`config.mk`:
```
export PLATFORM = sky130hd
export DESIGN_NAME = core_mem_arbiter
export DESIGN_NICKNAME = d
export VERILOG_FILES = /design/src/rtl/core_mem_arbiter_pkg.sv /design/src/rtl/core_mem_arbiter_id_fifo.sv /design/src/rtl/core_mem_arbiter.sv
export SDC_FILE = /design/constraint.sdc
export NUM_CORES = 1
export LEC_CHECK = 0
export CAP_MARGIN = 20
export CELL_PAD_IN_SITES_DETAIL_PLACEMENT = 1
export CELL_PAD_IN_SITES_GLOBAL_PLACEMENT = 1
export CORE_ASPECT_RATIO = 2
export CORE_MARGIN = 2
export CORE_UTILIZATION = 16
export DETAILED_ROUTE_END_ITERATION = 6
export HOLD_SLACK_MARGIN = 0.12
export PLACE_DENSITY_LB_ADDON = 0.12
export SYNTH_ARGS = -nofsm -noshare
export SYNTH_HDL_FRONTEND = slang
export SYNTH_SLANG_ARGS = --single-unit
```
`constraint.sdc`:
```
create_clock -name clk -period 7 [get_ports clk]
set_clock_uncertainty 0.2 [all_clocks]
set_input_delay 2.1 -clock clk [delete_from_list [all_inputs] [get_ports clk]]
set_output_delay 2.1 -clock clk [all_outputs]
set_load 0.01 [all_outputs]
```
`src/rtl/core_mem_arbiter_pkg.sv`:
```
// Shared definitions for the core memory arbiter and its ID FIFO.
//   ARB_ID_W      : ID width for the default two-port build (for tooling)
//   mem_req_t     : memory request bundle {addr, wen, wdata, wmask}
//   mem_resp_t    : memory response bundle {rdata}
package core_mem_arbiter_pkg;

    localparam int ARB_NUM_PORTS = 2;
    localparam int ARB_ADDR_W    = 32;
    localparam int ARB_DATA_W    = 32;
    localparam int ARB_ID_W      = $clog2(ARB_NUM_PORTS);

    typedef struct packed {
        logic [ARB_ADDR_W-1:0]   addr;
        logic                    wen;
        logic [ARB_DATA_W-1:0]   wdata;
        logic [ARB_DATA_W/8-1:0] wmask;
    } mem_req_t;

    typedef struct packed {
        logic [ARB_DATA_W-1:0] rdata;
    } mem_resp_t;

endpackage

```
`src/rtl/core_mem_arbiter_id_fifo.sv`:
```
// Parametrised synchronous FIFO used to remember which port owns each
// in-flight memory request. Also usable as a small fetch buffer.
//   clk, reset         : clock, synchronous active-high reset
//   push, push_data    : write an entry (ignored when full)
//   pop, pop_data      : read/remove the head entry (ignored when empty);
//                        pop_data always shows the current head
//   full, empty, count : occupancy status
module core_mem_arbiter_id_fifo #(
    parameter  int WIDTH = 1,
    parameter  int DEPTH = 2,
    localparam int PTR_W = (DEPTH > 1) ? $clog2(DEPTH) : 1,
    localparam int CNT_W = $clog2(DEPTH + 1)
) (
    input  logic             clk,
    input  logic             reset,
    input  logic             push,
    input  logic [WIDTH-1:0] push_data,
    input  logic             pop,
    output logic [WIDTH-1:0] pop_data,
    output logic             full,
    output logic             empty,
    output logic [CNT_W-1:0] count
);

    logic [WIDTH-1:0] mem_q [DEPTH];
    logic [PTR_W-1:0] wr_ptr_q, wr_ptr_d;
    logic [PTR_W-1:0] rd_ptr_q, rd_ptr_d;
    logic [CNT_W-1:0] count_q, count_d;
    logic             do_push, do_pop;

    // Explicit wrap so non-power-of-two depths stay in range.
    function automatic logic [PTR_W-1:0] next_ptr(input logic [PTR_W-1:0] p);
        return (p == PTR_W'(DEPTH - 1)) ? '0 : PTR_W'(p + 1'b1);
    endfunction

    assign full     = (count_q == CNT_W'(DEPTH));
    assign empty    = (count_q == '0);
    assign count    = count_q;
    assign pop_data = mem_q[rd_ptr_q];
    assign do_push  = push & ~full;
    assign do_pop   = pop & ~empty;

    always_comb begin
        wr_ptr_d = wr_ptr_q;
        rd_ptr_d = rd_ptr_q;
        count_d  = count_q;
        if (do_push) wr_ptr_d = next_ptr(wr_ptr_q);
        if (do_pop)  rd_ptr_d = next_ptr(rd_ptr_q);
        case ({do_push, do_pop})
            2'b10:   count_d = count_q + 1'b1;
            2'b01:   count_d = count_q - 1'b1;
            default: count_d = count_q;
        endcase
    end

    always_ff @(posedge clk) begin
        if (reset) begin
            wr_ptr_q <= '0;
            rd_ptr_q <= '0;
            count_q  <= '0;
        end else begin
            wr_ptr_q <= wr_ptr_d;
            rd_ptr_q <= rd_ptr_d;
            count_q  <= count_d;
        end
    end

    // Storage carries no control meaning, so it is left out of reset.
    always_ff @(posedge clk) begin
        if (do_push) mem_q[wr_ptr_q] <= push_data;
    end

endmodule

```
`src/rtl/core_mem_arbiter.sv`:
```
// Round-robin arbiter letting NUM_PORTS core memory ports share one memory.
// Requests are forwarded combinationally; the granting port's ID is queued
// so in-order memory responses can be routed back to their requester.
//   clk, reset                         : clock, synchronous active-high reset
//   req_valid/addr/wen/wdata/wmask     : per-port requests (flattened, port 0 in LSBs)
//   req_ready                          : one-hot accept strobe
//   resp_valid, resp_rdata             : one-hot response strobe, broadcast data
//   mem_req_*, mem_addr/wen/wdata/wmask: request to the shared memory
//   mem_resp_valid, mem_resp_rdata     : in-order memory responses
//   outstanding                        : in-flight request count
//   err_spurious                       : sticky, response seen with nothing in flight
module core_mem_arbiter
    import core_mem_arbiter_pkg::*;
#(
    parameter  int NUM_PORTS       = 2,
    parameter  int ADDR_W          = 32,
    parameter  int DATA_W          = 32,
    parameter  int MAX_OUTSTANDING = 2,
    localparam int ID_W            = $clog2(NUM_PORTS),
    localparam int CNT_W           = $clog2(MAX_OUTSTANDING + 1)
) (
    input  logic                          clk,
    input  logic                          reset,
    input  logic [NUM_PORTS-1:0]          req_valid,
    input  logic [NUM_PORTS*ADDR_W-1:0]   req_addr,
    input  logic [NUM_PORTS-1:0]          req_wen,
    input  logic [NUM_PORTS*DATA_W-1:0]   req_wdata,
    input  logic [NUM_PORTS*DATA_W/8-1:0] req_wmask,
    output logic [NUM_PORTS-1:0]          req_ready,
    output logic [NUM_PORTS-1:0]          resp_valid,
    output logic [DATA_W-1:0]             resp_rdata,
    output logic                          mem_req_valid,
    input  logic                          mem_req_ready,
    output logic [ADDR_W-1:0]             mem_addr,
    output logic                          mem_wen,
    output logic [DATA_W-1:0]             mem_wdata,
    output logic [DATA_W/8-1:0]           mem_wmask,
    input  logic                          mem_resp_valid,
    input  logic [DATA_W-1:0]             mem_resp_rdata,
    output logic [CNT_W-1:0]              outstanding,
    output logic                          err_spurious
);

    logic [ID_W-1:0] rr_ptr_q, rr_ptr_d;
    logic            lock_q, lock_d;
    logic [ID_W-1:0] locked_id_q, locked_id_d;
    logic            err_spurious_q, err_spurious_d;

    logic [ID_W-1:0] grant_id;
    logic [ID_W-1:0] head_id;
    logic            fifo_full, fifo_empty;
    logic            accept, resp_pop;
    logic            found;
    int              idx;

    // Grant: a locked (issued but unaccepted) request keeps ownership,
    // otherwise search from rr_ptr upward with wrap-around.
    always_comb begin
        grant_id = rr_ptr_q;
        found    = 1'b0;
        idx      = 0;
        if (lock_q) begin
            grant_id = locked_id_q;
        end else begin
            for (int i = 0; i < NUM_PORTS; i++) begin
                idx = (int'(rr_ptr_q) + i) % NUM_PORTS;
                if (!found && req_valid[idx]) begin
                    grant_id = ID_W'(idx);
                    found    = 1'b1;
                end
            end
        end
    end

    // full is a registered status, so a same-cycle pop cannot open issue.
    assign mem_req_valid = (lock_q | (|req_valid)) & ~fifo_full;
    assign accept        = mem_req_valid & mem_req_ready;
    assign req_ready     = accept ? (NUM_PORTS'(1) << grant_id) : '0;

    assign mem_addr  = req_addr[int'(grant_id)*ADDR_W +: ADDR_W];
    assign mem_wen   = req_wen[grant_id];
    assign mem_wdata = req_wdata[int'(grant_id)*DATA_W +: DATA_W];
    assign mem_wmask = req_wmask[int'(grant_id)*(DATA_W/8) +: (DATA_W/8)];

    assign resp_pop     = mem_resp_valid & ~fifo_empty;
    assign resp_valid   = resp_pop ? (NUM_PORTS'(1) << head_id) : '0;
    assign resp_rdata   = mem_resp_rdata;
    assign err_spurious = err_spurious_q;

    always_comb begin
        rr_ptr_d       = rr_ptr_q;
        lock_d         = lock_q;
        locked_id_d    = locked_id_q;
        err_spurious_d = err_spurious_q | (mem_resp_valid & fifo_empty);
        if (accept) begin
            rr_ptr_d = (int'(grant_id) == NUM_PORTS - 1) ? '0 : ID_W'(grant_id + 1'b1);
            lock_d   = 1'b0;
        end else if (mem_req_valid) begin
            lock_d      = 1'b1;
            locked_id_d = grant_id;
        end
    end

    always_ff @(posedge clk) begin
        if (reset) begin
            rr_ptr_q       <= '0;
            lock_q         <= 1'b0;
            locked_id_q    <= '0;
            err_spurious_q <= 1'b0;
        end else begin
            rr_ptr_q       <= rr_ptr_d;
            lock_q         <= lock_d;
            locked_id_q    <= locked_id_d;
            err_spurious_q <= err_spurious_d;
        end
    end

    core_mem_arbiter_id_fifo #(
        .WIDTH (ID_W),
        .DEPTH (MAX_OUTSTANDING)
    ) u_id_fifo (
        .clk       (clk),
        .reset     (reset),
        .push      (accept),
        .push_data (grant_id),
        .pop       (resp_pop),
        .pop_data  (head_id),
        .full      (fifo_full),
        .empty     (fifo_empty),
        .count     (outstanding)
    );

endmodule

```
==> metrics.md <==
| Metric | Value |
|---|---|
| FF-to-FF Start | u_id_fifo.count[0]$_SDFFE_PP0P_ |
| Reg area | 240 µm² |
| Critical Path Source Type | input port |
| # setup viols final | 0 |
| CP arrival | 4.19 ns |
| FF+latch count, synth | 11 |
| Share of layout cells above drive strength 1 | 22.6% |
| Reg-to-reg slack, setup | 4.75 ns |
| Req. time, crit path | 4.70 ns |
| Final core occ | 34.4% |
| Area Overhead vs Synth | 111% |
| Slew @ Worst Pin | 0.530 ns |
| Count leader, synth | mux2_4 |
| Critical path origin | req_valid[0] |
| Resize count post-CTS | 0 |
| Net count after synthesis | 341 |
| EDFF count, synth | 2 |
| ANT nets after route | 0 |
| Final Hold Vio Count | 0 |
| Main combinational cell family by area after synthesis | multiplexers |
| Crit path capture | mem_wmask[1] |
| Slowest stage delay, CP | 0.51 ns |
| Core Footprint | 11,700 µm² |
| RSZ-0062 raised after global routing | no |
| Critical Path Stages | 7 |
| Switching power | 0.240 mW |
| Fillers | 1,328 |
| Multiplexer share of the synthesized area | 54.5% |
| First-pass GRT wire length | 12.6 mm |
| VDD IR max | 0.000135 V |
| Initial DRC count | 66 |
| Synth top area cells | mux2_4, buf_4, dfxtp_1 |
| Worst-path clk slew | 0.04 ns |
| Final TNS setup | 0 ns |
| Synth warn | 0 |
| Synth Instances | 164 |
| Multi-input logic area | 1250 µm² |
| Area of the mapped netlist | 1910 µm² |
| WP buf/inv | 4 |
| Simple-Gate Fraction of Synth Area | 5.52% |
| CP max stage cell | clkdlybuf4s50_1 |
| Post-synth top flop | dfxtp_1 |
| GP Congestion | 0.722 |
| CP dominant cell by count | clkdlybuf4s50_1 |
| Post-synth top area share | 52.8% |
| GR Util met1 | 11.1% |
| Avg Synthesized Cell Area | 11.6 µm² |
| DR vias/cell | 4.00 |
| Cell Chain, Critical Path | clkdlybuf4s50_1 -> inv_2 -> a21oi_1 -> o31a_2 -> buf_12 -> mux2_4 -> clkdlybuf4s50_1 |
| Post-Synth Adder-Cell Area | 0.657% |
| FP Rows | 56 |
| Status | finished clean |
| GRT met2 Usage | 27.9% |
| Largest net degree at the start of global routing | 28 |
| # IOs | 285 |
| Switching Fraction | 31.9% |
| GRT Util Overall | 13.5% |
| Cell Count, Final, Fillers Out | 494 |
| Initial core utilization | 16.3% |
| Grt ovf | 0 |
| Inst Count DP | 490 |
| Post-CTS Hold Fix Bufs | 0 |
| Clock share of power | 14.0% |
| Tmin final | 6.49 ns |
| Setup Buffers After CTS | 0 |
| Critical path type | in2out |
| Htree depth | 1 |
| Pre-CTS WS | 0.515 ns |
| Setup crit end kind | primary output |
| Synth cell types | 27 |
| Final period util | 92.8% |
| Power Dens Cells | 187 nW/µm² |
| Initial antenna violation count | 0 |
| Worst slew margin | 64.3% |
| CTS Sinks | 11 |
| CP delay by family, top | buffers and inverters |
| Die width | 81.2 µm |
| Met3 usage | 6.75% |
| Most Crowded Layer GR | met2 |
| Number of global-route vias before repair | 2,002 |
| Vias | 1,978 |
| # DRC | 0 |
| Post-synthesis xor/xnor area fraction | 1.84% |
| Clk_lat worst skew | 0.24 ns |
| WL per Instance | 19.8 µm |
| Combinational power share | 72.9% |
| PnR worst setup slack | 0.507 ns |
| Crit Path Max Fanout | 27 |
| TritonCTS Buffers | 3 |
| Final WL | 9.80 mm |
| Clock root cell | clkbuf_16 |
| Synth area leader | mux2_4 |
| Die area | 12,900 µm² |
| Die Y | 158 µm |
| Min-delay worst type | reg2reg |
| FF-to-FF End | u_id_fifo.count[1]$_SDFFE_PP0P_ |
| Synth cell count leaders | mux2_4, buf_4, nor2_1 |
| FFs w/ async S/R, synth | 0% |
| Max-slew violations | 0 |
| CTS Buffer Depth | 2 |
| Sequential group share of total power | 13.1% |
| Pint | 0.512 mW |
| Antenna Cells | 0 |
| R2R depth | 5 |
| DRT Pass-1 Iters | 4 |
| Sequential cell area fraction in the yosys report | 12.6% |
| Maximum Capacitance Violations | 0 |
| CTS tree | yes |
| Fmax | 154 MHz |
| Detailed Place HPWL | 8.65 mm |
| PortBufs | 220 |
| Compound-gate portion of the synthesized area | 3.09% |
| Final nets | 527 |
| P_leak | 1.72 nW |
how the worst min path moves through the flow:
stage / endpoint / slack [ns] / depth (start not counted) / from
after global routing: flip-flop / 0.33 / 2 / u_id_fifo.rd_ptr_q$_SDFFE_PP0P_
after global placement: err_spurious$_SDFF_PP0_ / 0.25 / 2 / err_spurious$_SDFF_PP0_
final: err_spurious$_SDFF_PP0_ / 0.28 / 2 / err_spurious$_SDFF_PP0_
after CTS: err_spurious$_SDFF_PP0_ / 0.29 / 2 / err_spurious$_SDFF_PP0_
after floorplan: flip-flop / 0.27 / 2 / u_id_fifo.rd_ptr_q$_SDFFE_PP0P_
after detailed placement: err_spurious$_SDFF_PP0_ / 0.27 / 2 / err_spurious$_SDFF_PP0_
worst register-to-register path, delay by kind of cell, from the launching register on:
kind	cells	cell delay (ns)
AO/OA/AOI/OAI	1	0.15
adder cells (fa/ha/maj)	1	0.39
flip-flops	1	0.44
AND/OR/NAND/NOR	3	0.99
state kept, by name, indices dropped and copies added, names as in the netlist, named ones only:
signal / count
lock_q: 1
err_spurious: 1
u_id_fifo.count: 2
u_id_fifo.rd_ptr_q: 1
rr_ptr_q: 1
u_id_fifo.mem_q: 2
locked_id_q: 1
u_id_fifo.wr_ptr_q: 1
per-layer routing:
| layer | up-vias | part of all wire (%) |
|---|---|---|
| met5 | - | 0 |
| met4 | 0 | 0.36 |
| met3 | 4 | 14 |
| met2 | 165 | 57 |
| met1 | 900 | 29 |
| li1 | 909 | - |
power by group through the flow:
| stage | clock (mW) | sequential (mW) | combinational [mW] |
|---|---|---|---|
| after global placement | 0 | 0.0994 | 0.552 |
| after global routing | 0.110 | 0.101 | 0.582 |
| after CTS | 0.108 | 0.0991 | 0.555 |
| final | 0.105 | 0.0981 | 0.548 |
| after floorplan | 0 | 0.0983 | 0.322 |
| after detailed placement | 0 | 0.0998 | 0.553 |
layout make-up:
cell class,instances,area share [%]
repair buffers,223,56.1
inverters,4,0.373
multi-input cells,107,31.1
well taps,145,4.50
clock buffers,4,1.96
flip-flops and latches,11,5.96
kinds of logic after synthesis:
group | Yosys count
flops | 11
buf+inv | 46
xor+xnor | 4
mux | 70
fa+ha+maj | 1
compound gates | 9
simple gates | 23
metrics by stage:
step | hold WS [ns] | power, mW | cell area [µm²]
finish | 0.278 | 0.752 | 4030
global placement | 0.254 | 0.652 | 3950
floorplan | 0.272 | 0.421 | 1910
detailed placement | 0.271 | 0.653 | 3950
global route | 0.334 | 0.793 | 4030
CTS | 0.286 | 0.762 | 4030
cells in the final DEF, fill, tap and decap left out, drive strengths merged:
cell type,count
ha,1
edfxtp,2
dfxtp,9
mux2i,1
or3b,1
or3,1
nor2b,2
nor3,2
inv,4
clkbuf,4
clkdlybuf4s50,220
mux2,69
a211oi,1
xnor2,2
nand3b,1
o31a,1
o31ai,1
o21ai,3
a21oi,3
xor2,2
nor2,15
nand2,1
buf,3
(Power assumes the default switching activity.)
